==> src/rtl/timer_pkg.sv <==
// Shared definitions for the countdown timer: state encoding used by the
// control FSM in countdown_timer.
package timer_pkg;

    typedef enum logic [1:0] {
        ST_IDLE    = 2'd0,
        ST_RUNNING = 2'd1,
        ST_EXPIRED = 2'd2
    } timer_state_t;

endpackage

==> src/rtl/timer_prescaler.sv <==
// Prescaler for countdown_timer: counts 0..PRESCALE-1 while enabled and flags
// the wrap cycle; the count is held while disabled and zeroed by clear.
module timer_prescaler #(
    parameter int PRESCALE = 1000
) (
    input  logic clk,
    input  logic rst,
    input  logic en,
    input  logic clear,
    output logic wrap
);

    localparam int CW = (PRESCALE > 1) ? $clog2(PRESCALE) : 1;
    localparam logic [CW-1:0] LAST = CW'(PRESCALE - 1);
    localparam logic [CW-1:0] ONE  = CW'(1);

    logic [CW-1:0] r_count;

    assign wrap = en && (r_count == LAST);

    // prescale counter; a held count lets a stopped timer resume mid-period
    always_ff @(posedge clk or posedge rst) begin
        if (rst) begin
            r_count <= '0;
        end else if (clear) begin
            r_count <= '0;
        end else if (en) begin
            r_count <= wrap ? '0 : (r_count + ONE);
        end else begin
            r_count <= r_count;
        end
    end

endmodule

==> src/rtl/countdown_timer.sv <==
// Prescaled countdown timer with start/stop/ack control and sticky expiry flag.
// Periodic auto-reload is built only when COUNTDOWN_TIMER_AUTO_RELOAD_EN is defined.
module countdown_timer
    import timer_pkg::*;
#(
    parameter int WIDTH    = 32,
    parameter int PRESCALE = 1_000
) (
    input  logic             clk,
    input  logic             rst,
    input  logic             load,
    input  logic [WIDTH-1:0] load_value,
    input  logic             start,
    input  logic             stop,
    input  logic             ack,
    input  logic             periodic,
    output logic [WIDTH-1:0] value,
    output logic             running,
    output logic             expired,
    output logic             tick
);

    localparam logic [WIDTH-1:0] ONE = WIDTH'(1);

    timer_state_t     r_state;
    timer_state_t     w_state_nx;
    logic [WIDTH-1:0] r_value;
    logic [WIDTH-1:0] w_value_nx;
    logic             r_running;
    logic             r_expired;
    logic             w_expired_nx;
    logic             r_tick;
    logic             w_tick_nx;
    logic             w_set_exp;
    logic             w_en;
    logic             w_wrap;

`ifdef COUNTDOWN_TIMER_AUTO_RELOAD_EN
    logic [WIDTH-1:0] r_reload;
    logic [WIDTH-1:0] w_reload_nx;
`else
    logic             w_unused_periodic;
    assign w_unused_periodic = periodic;
`endif

    // stop and load both freeze the prescaler in the cycle they are seen
    assign w_en = (r_state == ST_RUNNING) && !stop && !load;

    timer_prescaler #(
        .PRESCALE (PRESCALE)
    ) u_prescaler (
        .clk   (clk),
        .rst   (rst),
        .en    (w_en),
        .clear (load),
        .wrap  (w_wrap)
    );

    // next-state and next-output logic
    always_comb begin
        w_state_nx  = r_state;
        w_value_nx  = r_value;
        w_tick_nx   = 1'b0;
        w_set_exp   = 1'b0;
`ifdef COUNTDOWN_TIMER_AUTO_RELOAD_EN
        w_reload_nx = r_reload;
`endif
        if (load) begin
            w_value_nx = load_value;
`ifdef COUNTDOWN_TIMER_AUTO_RELOAD_EN
            w_reload_nx = load_value;
`endif
            if (start && !stop && (load_value != '0)) begin
                w_state_nx = ST_RUNNING;
            end else begin
                w_state_nx = ST_IDLE;
            end
        end else begin
            case (r_state)
                ST_IDLE: begin
                    if (start && !stop && (r_value != '0)) begin
                        w_state_nx = ST_RUNNING;
                    end else begin
                        w_state_nx = ST_IDLE;
                    end
                end
                ST_RUNNING: begin
                    if (stop) begin
                        w_state_nx = ST_IDLE;
                    end else if (w_wrap) begin
                        if (r_value == ONE) begin
                            w_tick_nx = 1'b1;
                            w_set_exp = 1'b1;
`ifdef COUNTDOWN_TIMER_AUTO_RELOAD_EN
                            if (periodic) begin
                                w_value_nx = r_reload;
                            end else begin
                                w_value_nx = '0;
                                w_state_nx = ST_EXPIRED;
                            end
`else
                            w_value_nx = '0;
                            w_state_nx = ST_EXPIRED;
`endif
                        end else begin
                            w_value_nx = r_value - ONE;
                        end
                    end else begin
                        w_state_nx = ST_RUNNING;
                    end
                end
                ST_EXPIRED: begin
                    if (ack) begin
                        w_state_nx = ST_IDLE;
                    end else begin
                        w_state_nx = ST_EXPIRED;
                    end
                end
                default: begin
                    w_state_nx = ST_IDLE;
                end
            endcase
        end

        // a fresh expiry outranks an ack arriving in the same cycle
        if (w_set_exp) begin
            w_expired_nx = 1'b1;
        end else if (ack) begin
            w_expired_nx = 1'b0;
        end else begin
            w_expired_nx = r_expired;
        end
    end

    // state and registered outputs
    always_ff @(posedge clk or posedge rst) begin
        if (rst) begin
            r_state   <= ST_IDLE;
            r_value   <= '0;
            r_running <= 1'b0;
            r_expired <= 1'b0;
            r_tick    <= 1'b0;
        end else begin
            r_state   <= w_state_nx;
            r_value   <= w_value_nx;
            r_running <= (w_state_nx == ST_RUNNING);
            r_expired <= w_expired_nx;
            r_tick    <= w_tick_nx;
        end
    end

`ifdef COUNTDOWN_TIMER_AUTO_RELOAD_EN
    // reload register for periodic mode
    always_ff @(posedge clk or posedge rst) begin
        if (rst) begin
            r_reload <= '0;
        end else begin
            r_reload <= w_reload_nx;
        end
    end
`endif

    assign value   = r_value;
    assign running = r_running;
    assign expired = r_expired;
    assign tick    = r_tick;

endmodule
==> config.mk <==
export PLATFORM = sky130hd
export DESIGN_NAME = countdown_timer
export DESIGN_NICKNAME = d
export VERILOG_FILES = /design/src/rtl/timer_pkg.sv /design/src/rtl/timer_prescaler.sv /design/src/rtl/countdown_timer.sv
export SDC_FILE = /design/constraint.sdc
export NUM_CORES = 1
export LEC_CHECK = 0
export CORE_UTILIZATION = 68
export DETAILED_ROUTE_END_ITERATION = 7
export DONT_BUFFER_PORTS = 1
export GPL_ROUTABILITY_DRIVEN = 1
export PLACE_DENSITY = 0.87
export SYNTH_ARGS = -nofsm -noshare
export SYNTH_HDL_FRONTEND = slang
export SYNTH_SLANG_ARGS = --single-unit
==> constraint.sdc <==
create_clock -name clk -period 3.85 [get_ports clk]
set_clock_uncertainty 0.2 [all_clocks]
set_input_delay 0.385 -clock clk [delete_from_list [all_inputs] [get_ports clk]]
set_output_delay 0.385 -clock clk [all_outputs]
set_load 0.005 [all_outputs]
==> qor.csv, run 1 <==
stage,metric,value,unit
clock_tree,CTS buffer count,5,
cells_and_area,n_diodes,0,
synth,Synth top area share,40.2,%
power,Peak VDD IR,0.226,mV
timing,max-slew violations,0,
clock_tree,H-tree Lvls,2,
clock_tree,clk buf depth,2,
synth,Area contributors post-synth,"dfrtp_1 40%, nor2_1 4.2%, nand2_1 4.1%",
global_route,first-pass GRT wire length,11900,µm
clock_tree,TritonCTS clock tree,yes,
timing,Max-slew headroom,35.6,%
global_route,Tot GR Track Use,35.0,%
cells_and_area,Synth-to-Final Area Change,4.87,%
power,Flop pwr share,55.8,%
cells_and_area,fin nets,369,
synth,Syn Std Cell Area,2930,µm²
synth,register area share after synthesis,40.2,%
die,Initial Utilization,72.2,%
synth,post-synthesis net count,371,
clock_tree,Sink Count,47,
power,pwr dens,351,nW/µm²
global_route,grt ovf,0,
synth,"area leader, netlist",dfrtp_1,
status,outcome,"finished, violations left",
clock_tree,Clock Latency Late Sink,0.31,ns
timing,Setup WS post-layout,0.850,ns
die,Die W,67.6,µm
timing,unrepaired setup endpoints after global routing,false,
timing,hold slack final,-0.0334,ns
timing,f_max,0.333,GHz
power,sw power,302,µW
synth,"EDFF count, synth",0,
power,Design Power,1080,µW
placement,GPL Wtd Cong,0.836,
synth,Async SR Flop Fraction,100,%
timing,Final Hold Fails,47,
synth,Cells after Synth,328,
routing,ANT nets after route,0,
synth,Yosys Warn Count,0,
routing,1st-iter DRT viols,337,
die,Cell Rows,23,
routing,Vias,2718,
critical_path,CP Launch Type,flop,
global_route,vias in the first global route,2462,
timing,final setup violation count,0,
critical_path,Reg-to-Reg Start,value[26]$_DFFE_PP0P_,
critical_path,maximum net fanout on the critical path,10,
job,maxcap violations,0,
placement,detailed-placement wirelength estimate,5150,µm
synth,Synth Register Bits,47,
cells_and_area,Post-Route Utilization,75.7,%
timing,final setup TNS,0,ns
timing,Period minus WS final,3.00,ns
placement,"worst slack, placed",0.918,ns
synth,prevailing post-synth register cell,dfrtp_1,
clock_tree,CTS root buffer,clkbuf_8,
critical_path,Crit. Startpoint,value[26]$_DFFE_PP0P_,
die,die area,4570,µm²
routing,DR DRC count,0,
cells_and_area,"leading cell type in the layout, fill and taps excluded",dfrtp_1,
critical_path,critical path capture point type,flop,
synth,Syn Area/Cell,8.93,µm²
die,io pins,74,
power,Internal,775,µW
power,sw frac,28.0,%
routing,iteration count of the initial detailed-routing pass,5,
power,combinational power share,11.0,%
critical_path,"Req. time, crit path",3.85,ns
cells_and_area,fillers,287,
placement,I/O Buffers,0,
global_route,initial antenna violation count,0,
routing,wire per inst,19.8,µm
timing,actual slew at the worst max-slew pin,0.965,ns
cells_and_area,"commonest cells after routing, fill and taps aside","47 x dfrtp_1, 33 x nor2_1, 32 x nand2_1",
cells_and_area,share of post-route cells with drive strength above 1,8.59,%
status,violated checks,hold timing,
power,Pleak,0.00116,µW
routing,Via density,7.23,
power,clock network power share,33.2,%
global_route,pin count of the biggest net entering global routing,48,
hold_path,HP Class,in2async,
critical_path,Worst EP arrival,3.00,ns
clock_tree,post-CTS resize count,0,
die,Die Y,67.6,µm
synth,"Distinct cells, synth",60,
timing,crit share post-route,77.9,%
routing,Post-Route WL,7430,µm
critical_path,Setup Crit Path Kind,reg2reg,
clock_tree,Worst-path clk slew,0.08,ns
die,core area,4060,µm²
==> sequential cells by signal, summed over array words and instances, names as in the netlist <==
| signal | count |
|---|---|
| u_prescaler.r_count | 10 |
| tick | 1 |
| r_state | 2 |
| value | 32 |
| running | 1 |
| expired | 1 |
==> power groups by stage <==
stage	sequential (µW)	clock, µW	combinational [µW]
3_5_place_dp	608	0	115
2_1_floorplan	588	0	106
6_report	601	357	119
3_3_place_gp	607	0	111
5_1_grt	609	380	133
4_1_cts	599	359	118
==> synth_stat cells, types with 4 or more instances <==
cell      instances
a211oi_1          6
a21o_1            6
a21oi_1          11
a31oi_1           4
and2_1            4
clkbuf_1         10
dfrtp_1          47
ha_1              4
inv_1             7
nand2_1          32
nand3_1          12
nand4_1           8
nor2_1           33
nor2b_1           4
nor3_1            9
nor4_1           15
o21ai_0          19
o311ai_0          7
o31ai_1           5
or3_1             7
or4_1             6
xor2_1           12
==> cell type report <==
class / instances / area [µm²] / share of cell area [%]
clock inverter: 1 / 30.0 / 0.978
tap: 50 / 62.6 / 2.04
inverter: 7 / 26.3 / 0.855
sequential: 47 / 1180 / 38.3
multi-input combinational: 258 / 1640 / 53.5
clock buffer: 6 / 72.6 / 2.36
timing repair buffer: 7 / 60.1 / 1.96
==> critical path, stage by stage (launching register included) <==
cell and delay [ns]:
dfrtp_1 0.47, nor4_1 0.40, nand3b_1 0.26, nor4_4 0.59, or2_0 0.39, buf_4 0.24, o21ai_0 0.11, a21o_1 0.22
==> metal layers <==
layer | part of all wire (%) | GRT usage, % | vias up | wire length, µm
li1 | - | - | 1234 | -
met1 | 41 | 46.3 | 1300 | 3070
met2 | 48 | 53.7 | 162 | 3550
met3 | 8.5 | 10.1 | 22 | 635
met4 | 2.2 | 13.3 | 0 | 165
met5 | 0 | 0 | - | 0
==> path summary, 6_finish.rpt <==
check                                         to  slack (ns)  depth (start not counted)
min in group clk           value[10]$_DFFE_PP0P_        0.01                          2
max in group asynchronous  value[15]$_DFFE_PP0P_        2.88                          1
min reg2reg                  expired$_DFFE_PP0P_        0.31                          1
max                        value[26]$_DFFE_PP0P_        0.85                          7
min                        value[24]$_DFFE_PP0P_       -0.03                          1
max reg2reg                value[26]$_DFFE_PP0P_        0.85                          7
==> what timing repair did <==
item	in CTS	in global routing
hold buffers	2	1
setup buffers	0	0
hold endpoints to repair	3	1
==> metrics by stage <==
stage | instances | cell area [µm²]
2_1_floorplan | 328 | 2930
3_3_place_gp | 366 | 2940
3_5_place_dp | 366 | 2940
4_1_cts | 375 | 3060
5_1_grt | 376 | 3070
6_report | 376 | 3070
==> cell families after synthesis <==
group,count (synthesis),synth area share (%)
flip-flops,47,40.2
multiplexers,2,0.683
AND/OR/NAND/NOR,159,30.9
XOR/XNOR,12,3.59
AO/OA/AOI/OAI,81,19.2
buffers and inverters,23,3.72
adder cells (fa/ha/maj),4,1.71
Note: power is estimated with default switching activity, not from simulation.
==> run 2: changes to the inputs <==
--- a/config.mk
+++ b/config.mk
@@ -5,11 +5,12 @@
 export SDC_FILE = /design/constraint.sdc
 export NUM_CORES = 1
 export LEC_CHECK = 0
-export CORE_UTILIZATION = 68
+export ABC_AREA = 1
+export CORE_UTILIZATION = 64
 export DETAILED_ROUTE_END_ITERATION = 7
 export DONT_BUFFER_PORTS = 1
 export GPL_ROUTABILITY_DRIVEN = 1
-export PLACE_DENSITY = 0.87
+export PLACE_DENSITY = 0.83
 export SYNTH_ARGS = -nofsm -noshare
 export SYNTH_HDL_FRONTEND = slang
 export SYNTH_SLANG_ARGS = --single-unit
==> constraint.sdc (replaced) <==
create_clock -name clk -period 2.95 [get_ports clk]
set_clock_uncertainty 0.2 [all_clocks]
set_input_delay 0.295 -clock clk [delete_from_list [all_inputs] [get_ports clk]]
set_output_delay 0.295 -clock clk [all_outputs]
set_load 0.005 [all_outputs]
==> run 2 against run 1 <==
The run now ends clean; sequential cell count unchanged; sequential power increased by 29%; hold slack better by 0.037 ns; first-iteration DRC count fell by 30%; sequential share of layout area shrank 4.4 points; design area is 13% higher; critical path type unchanged; largest cell class unchanged; largest power group unchanged.
==> qor.csv, run 2 <==
stage,metric,value,unit
timing,crit share post-route,79.0,%
synth,Yosys Warn Count,0,
global_route,vias in the first global route,2936,
clock_tree,Worst-path clk slew,0.09,ns
synth,register area share after synthesis,35.6,%
cells_and_area,n_diodes,0,
timing,max-slew violations,0,
die,Initial Utilization,68.1,%
routing,ANT nets after route,0,
routing,Via density,5.69,
cells_and_area,share of post-route cells with drive strength above 1,9.81,%
timing,Period minus WS final,2.33,ns
global_route,grt ovf,0,
timing,unrepaired setup endpoints after global routing,false,
global_route,met3 Use GR,6.86,%
power,Peak VDD IR,0.291,mV
global_route,GR Util met2,53.6,%
die,Cell Rows,25,
synth,Syn Area/Cell,6.94,µm²
critical_path,CP Launch Type,flop,
die,die area,5450,µm²
clock_tree,CTS buffer count,5,
clock_tree,TritonCTS clock tree,yes,
routing,DR DRC count,0,
job,maxcap violations,0,
synth,Async SR Flop Fraction,100,%
cells_and_area,fin nets,521,
timing,hold slack final,0.00355,ns
critical_path,critical path capture point type,flop,
clock_tree,clk buf depth,2,
synth,Syn Std Cell Area,3300,µm²
synth,"EDFF count, synth",0,
status,outcome,completed,
clock_tree,Clock Latency Late Sink,0.31,ns
synth,cell with the most instances after synthesis,nor2_1,
clock_tree,CTS root buffer,clkbuf_8,
cells_and_area,flip-flop count of the largest register after layout,32,
global_route,GRT busiest layer,met2,
power,Pleak,0.00145,µW
clock_tree,H-tree Lvls,2,
routing,1st-iter DRT viols,235,
placement,I/O Buffers,0,
routing,iteration count of the initial detailed-routing pass,4,
synth,Synth Register Bits,47,
critical_path,Worst EP arrival,2.39,ns
routing,wire per inst,14.8,µm
synth,Area contributors post-synth,"dfrtp_1 36%, nor2_1 11%, nand2_1 10%",
synth,Cells after Synth,476,
synth,Synth top area share,35.6,%
hold_path,HP Class,in2reg,
global_route,first-pass GRT wire length,13300,µm
placement,GPL Wtd Cong,0.891,
power,Design Power,1420,µW
critical_path,"Req. time, crit path",3.00,ns
power,pwr dens,410,nW/µm²
cells_and_area,Synth-to-Final Area Change,5.08,%
timing,actual slew at the worst max-slew pin,0.972,ns
clock_tree,Post-CTS Setup Bufs,0,
timing,f_max,0.429,GHz
routing,Post-Route WL,8070,µm
die,Die W,73.8,µm
global_route,Tot GR Track Use,32.2,%
die,io pins,74,
synth,"Distinct cells, synth",29,
global_route,pin count of the biggest net entering global routing,48,
clock_tree,Sink Count,47,
global_route,initial antenna violation count,0,
placement,"worst slack, placed",0.744,ns
timing,Final Hold Fails,0,
synth,post-synthesis net count,519,
cells_and_area,"commonest cells after routing, fill and taps aside","93 x nor2_1, 90 x nand2_1, 47 x dfrtp_1",
global_route,met1 Use GR,41.4,%
timing,Setup WS post-layout,0.619,ns
synth,prevailing post-synth register cell,dfrtp_1,
placement,detailed-placement wirelength estimate,5760,µm
timing,final setup TNS,0,ns
critical_path,maximum net fanout on the critical path,6,
timing,final setup violation count,0,
cells_and_area,"leading cell type in the layout, fill and taps excluded",nor2_1,
critical_path,Setup Crit Path Kind,reg2reg,
timing,Max-slew headroom,35.1,%
synth,"area leader, netlist",dfrtp_1,
routing,Vias,3108,
die,Die Y,73.8,µm
synth,Synth top cells by count,"93 x nor2_1, 90 x nand2_1, 47 x dfrtp_1, 42 x o21ai_0, 41 x inv_1",
die,core area,4850,µm²
==> run 2: cell count changes in the layout (fill, tap and decap cells not counted), sizes merged, moves of 9 or more <==
cell	before	now
a21oi	11	28
nand3	12	37
nor2	34	110
nand2	32	100
inv	7	46
a22oi	1	10
o21ai	21	43
nor4	20	1
==> run 2: cell type report <==
class	count	area [µm²]
Multi-Input combinational cell	370	1860
Fill cell	431	1380
Sequential cell	47	1180
Inverter	46	173
Tap cell	67	83.8
Clock buffer	6	82.6
Timing Repair Buffer	8	75.1
Clock inverter	2	16.3
==> run 2: metal layers <==
layer / vias to the layer above / routed length, µm
met1: 1425 / 3420
li1: 1557 / -
met5: - / 0
met2: 113 / 3920
met4: 0 / 145
met3: 13 / 591
==> run 2: metrics by stage <==
step	util [%]	cells	area (µm²)
after floorplan	-	476	3300
after global placement	68.3	532	3310
after detailed placement	68.3	532	3310
after CTS	71.6	546	3470
after global routing	71.6	546	3470
final	71.6	546	3470
==> run 2: logic make-up after synthesis <==
group | share of synthesized area, %
and+or+nand+nor | 36.5
DFF | 35.6
buffers and inverters | 7.96
adders and majority gates | 1.52
xor gates and xnor gates | 3.98
AOI/OAI and AO/OA | 14.4
==> run 2: final timing paths <==
check	from	end	slack, ns	cells past startpoint
worst max-delay path	value[17]$_DFFE_PP0P_	r_state[1]$_DFF_PP0_	0.62	8
worst min-delay path	load_value[6]	value[6]$_DFFE_PP0P_	0.004	2
worst max register to register	value[17]$_DFFE_PP0P_	r_state[1]$_DFF_PP0_	0.62	8
worst min register to register	expired$_DFFE_PP0P_	expired$_DFFE_PP0P_	0.33	2
max in group asynchronous	rst	value[21]$_DFFE_PP0P_	1.48	2
min in group asynchronous	rst	value[24]$_DFFE_PP0P_	0.47	2
==> run 2: critical path: stages (launching register included) <==
cell and delay (ns):
dfrtp_1 0.48, nor2_1 0.26, nand2_2 0.13, nor2_1 0.10, nand2_1 0.12, nor2_4 0.15, o21ai_0 0.10, a21oi_1 0.15
dlygate4sd3_1 0.57
==> run 2: power by group <==
group / switching [µW] / total, µW / internal, µW
combinational: 133 / 214 / 81.0
sequential: 84.6 / 777 / 692
clock: 239 / 431 / 192
total: 456 / 1420 / 965
==> run 2: what timing repair did <==
| action | in CTS | in global routing |
|---|---|---|
| endpoints found under the setup margin | 0 | 0 |
| hold buffers | 6 | 0 |
| hold endpoints to repair | 51 | 0 |
| gates resized for setup | 0 | 0 |
==> run 3: changes to the inputs <==
--- a/config.mk
+++ b/config.mk
@@ -5,12 +5,12 @@
 export SDC_FILE = /design/constraint.sdc
 export NUM_CORES = 1
 export LEC_CHECK = 0
-export ABC_AREA = 1
-export CORE_UTILIZATION = 64
+export ABC_AREA = 0
+export CORE_UTILIZATION = 57
 export DETAILED_ROUTE_END_ITERATION = 7
 export DONT_BUFFER_PORTS = 1
 export GPL_ROUTABILITY_DRIVEN = 1
-export PLACE_DENSITY = 0.83
+export PLACE_DENSITY = 0.78
 export SYNTH_ARGS = -nofsm -noshare
 export SYNTH_HDL_FRONTEND = slang
 export SYNTH_SLANG_ARGS = --single-unit
==> constraint.sdc (replaced) <==
create_clock -name clk -period 2 [get_ports clk]
set_clock_uncertainty 0.2 [all_clocks]
set_input_delay 0.2 -clock clk [delete_from_list [all_inputs] [get_ports clk]]
set_output_delay 0.2 -clock clk [all_outputs]
set_load 0.005 [all_outputs]
==> run 3 against run 2 <==
The flow now stops in global routing (5_1_grt); synthesized cell count shrank 31%; area after synthesis shrank 11%.
==> qor.csv, run 3 <==
stage,metric,value,unit
synth,Synth Register Bits,47,
clock_tree,clk buf depth,2,
synth,Async SR Flop Fraction,100,%
synth,Area contributors post-synth,"dfrtp_1 40%, nor2_1 4.2%, nand2_1 4.1%",
clock_tree,CTS buffer count,5,
status,stopping stage,global routing (5_1_grt),
synth,Yosys Warn Count,0,
placement,GPL Wtd Cong,0.919,
synth,prevailing post-synth register cell,dfrtp_1,
synth,Syn Area/Cell,8.93,µm²
synth,post-synthesis net count,371,
synth,Synth top cells by count,"47 x dfrtp_1, 33 x nor2_1, 32 x nand2_1, 19 x o21ai_0, 15 x nor4_1",
die,io pins,74,
die,Die W,73.7,µm
placement,placed inst area,3840,µm²
placement,detailed-placement wirelength estimate,6900,µm
synth,Cells after Synth,328,
status,stop err,"[ERROR DPL-0038] Utilization greater than 100%, impossible to legalize",
die,Cell Rows,25,
die,Initial Utilization,60.4,%
clock_tree,CTS root buffer,clkbuf_8,
clock_tree,H-tree Lvls,2,
synth,Syn Std Cell Area,2930,µm²
die,Die Y,73.7,µm
synth,"Distinct cells, synth",60,
clock_tree,Sink Count,47,
synth,"area leader, netlist",dfrtp_1,
placement,I/O Buffers,0,
global_route,pin count of the biggest net entering global routing,36,
synth,cell with the most instances after synthesis,dfrtp_1,
synth,Synth top area share,40.2,%
status,outcome,did not finish,
synth,"EDFF count, synth",0,
synth,register area share after synthesis,40.2,%
run 3: timing repair:
item | CTS
resized for setup | 44
buffers inserted | 16
hold buffers | 36
endpoints found under the setup margin | 45
pin swaps | 23
hold endpoints to repair | 64
run 3: through the flow:
step	cells	utilization [%]	setup WS, ns
after global placement	479	79.1	-0.307
after CTS	538	95.1	-0.274
after detailed placement	479	79.1	-0.407
after floorplan	328	-	-0.280
run 3: kinds of logic after synthesis:
logic type	after synthesis	share of synthesized area [%]
simple gates	159	30.9
compound gates	81	19.2
flops	47	40.2
buf+inv	23	3.72
xor+xnor	12	3.59
fa+ha+maj	4	1.71
mux	2	0.683
==> run 4: changes to the inputs <==
--- a/config.mk
+++ b/config.mk
@@ -6,11 +6,11 @@
 export NUM_CORES = 1
 export LEC_CHECK = 0
 export ABC_AREA = 0
-export CORE_UTILIZATION = 57
+export CORE_UTILIZATION = 40
 export DETAILED_ROUTE_END_ITERATION = 7
 export DONT_BUFFER_PORTS = 1
 export GPL_ROUTABILITY_DRIVEN = 1
-export PLACE_DENSITY = 0.78
+export PLACE_DENSITY_LB_ADDON = 0.15
 export SYNTH_ARGS = -nofsm -noshare
 export SYNTH_HDL_FRONTEND = slang
 export SYNTH_SLANG_ARGS = --single-unit
==> constraint.sdc (replaced) <==
create_clock -name clk -period 2.6 [get_ports clk]
set_clock_uncertainty 0.2 [all_clocks]
set_input_delay 0.26 -clock clk [delete_from_list [all_inputs] [get_ports clk]]
set_output_delay 0.26 -clock clk [all_outputs]
set_load 0.005 [all_outputs]
==> run 4 against run 3 <==
The flow now finishes without violations.
==> qor.csv, run 4 (synthesis results as in run 1) <==
stage,metric,value,unit
die,io pins,74,
clock_tree,H-tree Lvls,2,
power,pwr dens,432,nW/µm²
global_route,Tot GR Track Use,25.9,%
die,core area,6940,µm²
global_route,grt ovf,0,
placement,I/O Buffers,0,
clock_tree,Clock Latency Late Sink,0.30,ns
clock_tree,clk buf depth,2,
hold_path,HP Start,load,
placement,detailed-placement wirelength estimate,6450,µm
cells_and_area,n_diodes,0,
critical_path,Reg-to-Reg Start,value[22]$_DFFE_PP0P_,
critical_path,CP Launch Type,flop,
job,maxcap violations,0,
routing,1st-iter DRT viols,230,
cells_and_area,flip-flop count of the largest register after layout,32,
timing,crit share post-route,97.4,%
timing,max-slew violations,0,
routing,iteration count of the initial detailed-routing pass,5,
global_route,pin count of the biggest net entering global routing,31,
routing,Via density,6.03,
timing,final setup violation count,0,
die,Die Y,87.6,µm
critical_path,"Req. time, crit path",2.64,ns
die,Die W,87.6,µm
routing,ANT nets after route,0,
critical_path,Crit. Startpoint,value[22]$_DFFE_PP0P_,
routing,wire per inst,19.2,µm
routing,Vias,2962,
timing,unrepaired setup endpoints after global routing,true,
critical_path,Setup Crit Path Kind,reg2reg,
clock_tree,CTS buffer count,5,
critical_path,Worst EP arrival,2.57,ns
clock_tree,TritonCTS clock tree,yes,
power,Pleak,0.00149,µW
cells_and_area,"commonest cells after routing, fill and taps aside","47 x dfrtp_1, 40 x buf_4, 35 x dlygate4sd3_1",
timing,f_max,0.395,GHz
timing,Max-slew headroom,19.6,%
status,outcome,completed,
cells_and_area,fin nets,437,
global_route,initial antenna violation count,0,
die,die area,7670,µm²
cells_and_area,"leading cell type in the layout, fill and taps excluded",dfrtp_1,
timing,hold slack final,0.0188,ns
global_route,first-pass GRT wire length,15000,µm
die,Initial Utilization,42.2,%
timing,actual slew at the worst max-slew pin,1.20,ns
global_route,vias in the first global route,2884,
routing,DR DRC count,0,
die,Cell Rows,30,
timing,Final Hold Fails,0,
timing,Setup WS post-layout,0.0667,ns
routing,Post-Route WL,9440,µm
cells_and_area,Synth-to-Final Area Change,28.2,%
timing,final setup TNS,0,ns
clock_tree,Sink Count,47,
hold_path,HP Class,in2reg,
critical_path,critical path capture point type,flop,
clock_tree,CTS root buffer,clkbuf_8,
cells_and_area,share of post-route cells with drive strength above 1,17.7,%
clock_tree,Worst-path clk slew,0.09,ns
placement,"worst slack, placed",0.0256,ns
critical_path,maximum net fanout on the critical path,8,
power,Peak VDD IR,0.185,mV
timing,Period minus WS final,2.53,ns
placement,GPL Wtd Cong,0.820,
## run 4: worst max-delay path, cell delays in order (launching register included)
cell,delay (ns)
dfrtp_1,0.40
buf_4,0.17
or4_4,0.57
or3_4,0.36
nor4_4,0.29
xor2_1,0.22
mux2i_1,0.14
nor2_2,0.13
## run 4: where the power goes
part	leakage [µW]	total (µW)	internal (µW)	switching, µW
registers	0.000571	866	786	80.2
clock network	0.0000422	444	190	254
logic	0.000874	312	151	161
total	0.00149	1620	1130	496
## run 4: final timing paths
path	cells after the start	endpoint	slack, ns
hold / removal	3	value[16]$_DFFE_PP0P_	0.02
min in group asynchronous	2	running$_DFF_PP0_	0.20
hold reg to reg	1	expired$_DFFE_PP0P_	0.32
setup reg to reg	7	value[28]$_DFFE_PP0P_	0.07
max in group asynchronous	3	value[14]$_DFFE_PP0P_	1.25
setup / recovery	7	value[28]$_DFFE_PP0P_	0.07
## run 4: what timing repair did
action,in CTS,in global routing
setup endpoints to repair,0,30
endpoints found under the hold margin,54,0
gates resized for setup,0,10
buffers inserted,0,1
hold buffers,35,0
## run 4: area by class of cell
cell class / count / area, µm²
clock buffers: 7 / 76.3
clock inverters: 1 / 5.00
fillers: 664 / 3190
inverters: 7 / 26.3
multi-input cells: 258 / 1700
flip-flops and latches: 47 / 1180
well taps: 96 / 120
repair buffers: 75 / 651
## run 4: metrics by stage
step / instance area (µm²) / utilization (%) / total power [µW] / instances
floorplan: 2930 / - / 1030 / 328
global placement: 3260 / 46.9 / 1120 / 447
detailed placement: 3260 / 46.9 / 1130 / 447
CTS: 3690 / 53.2 / 1620 / 490
global route: 3750 / 54.1 / 1710 / 491
finish: 3750 / 54.1 / 1620 / 491
## run 4: routing by layer
layer / GRT usage, % / share of wire, % / vias up
li1: - / - / 1373
met1: 34.1 / 42 / 1471
met2: 42.3 / 49 / 100
met3: 5.09 / 6.8 / 18
met4: 9.69 / 1.7 / 0
met5: 0 / 0 / -
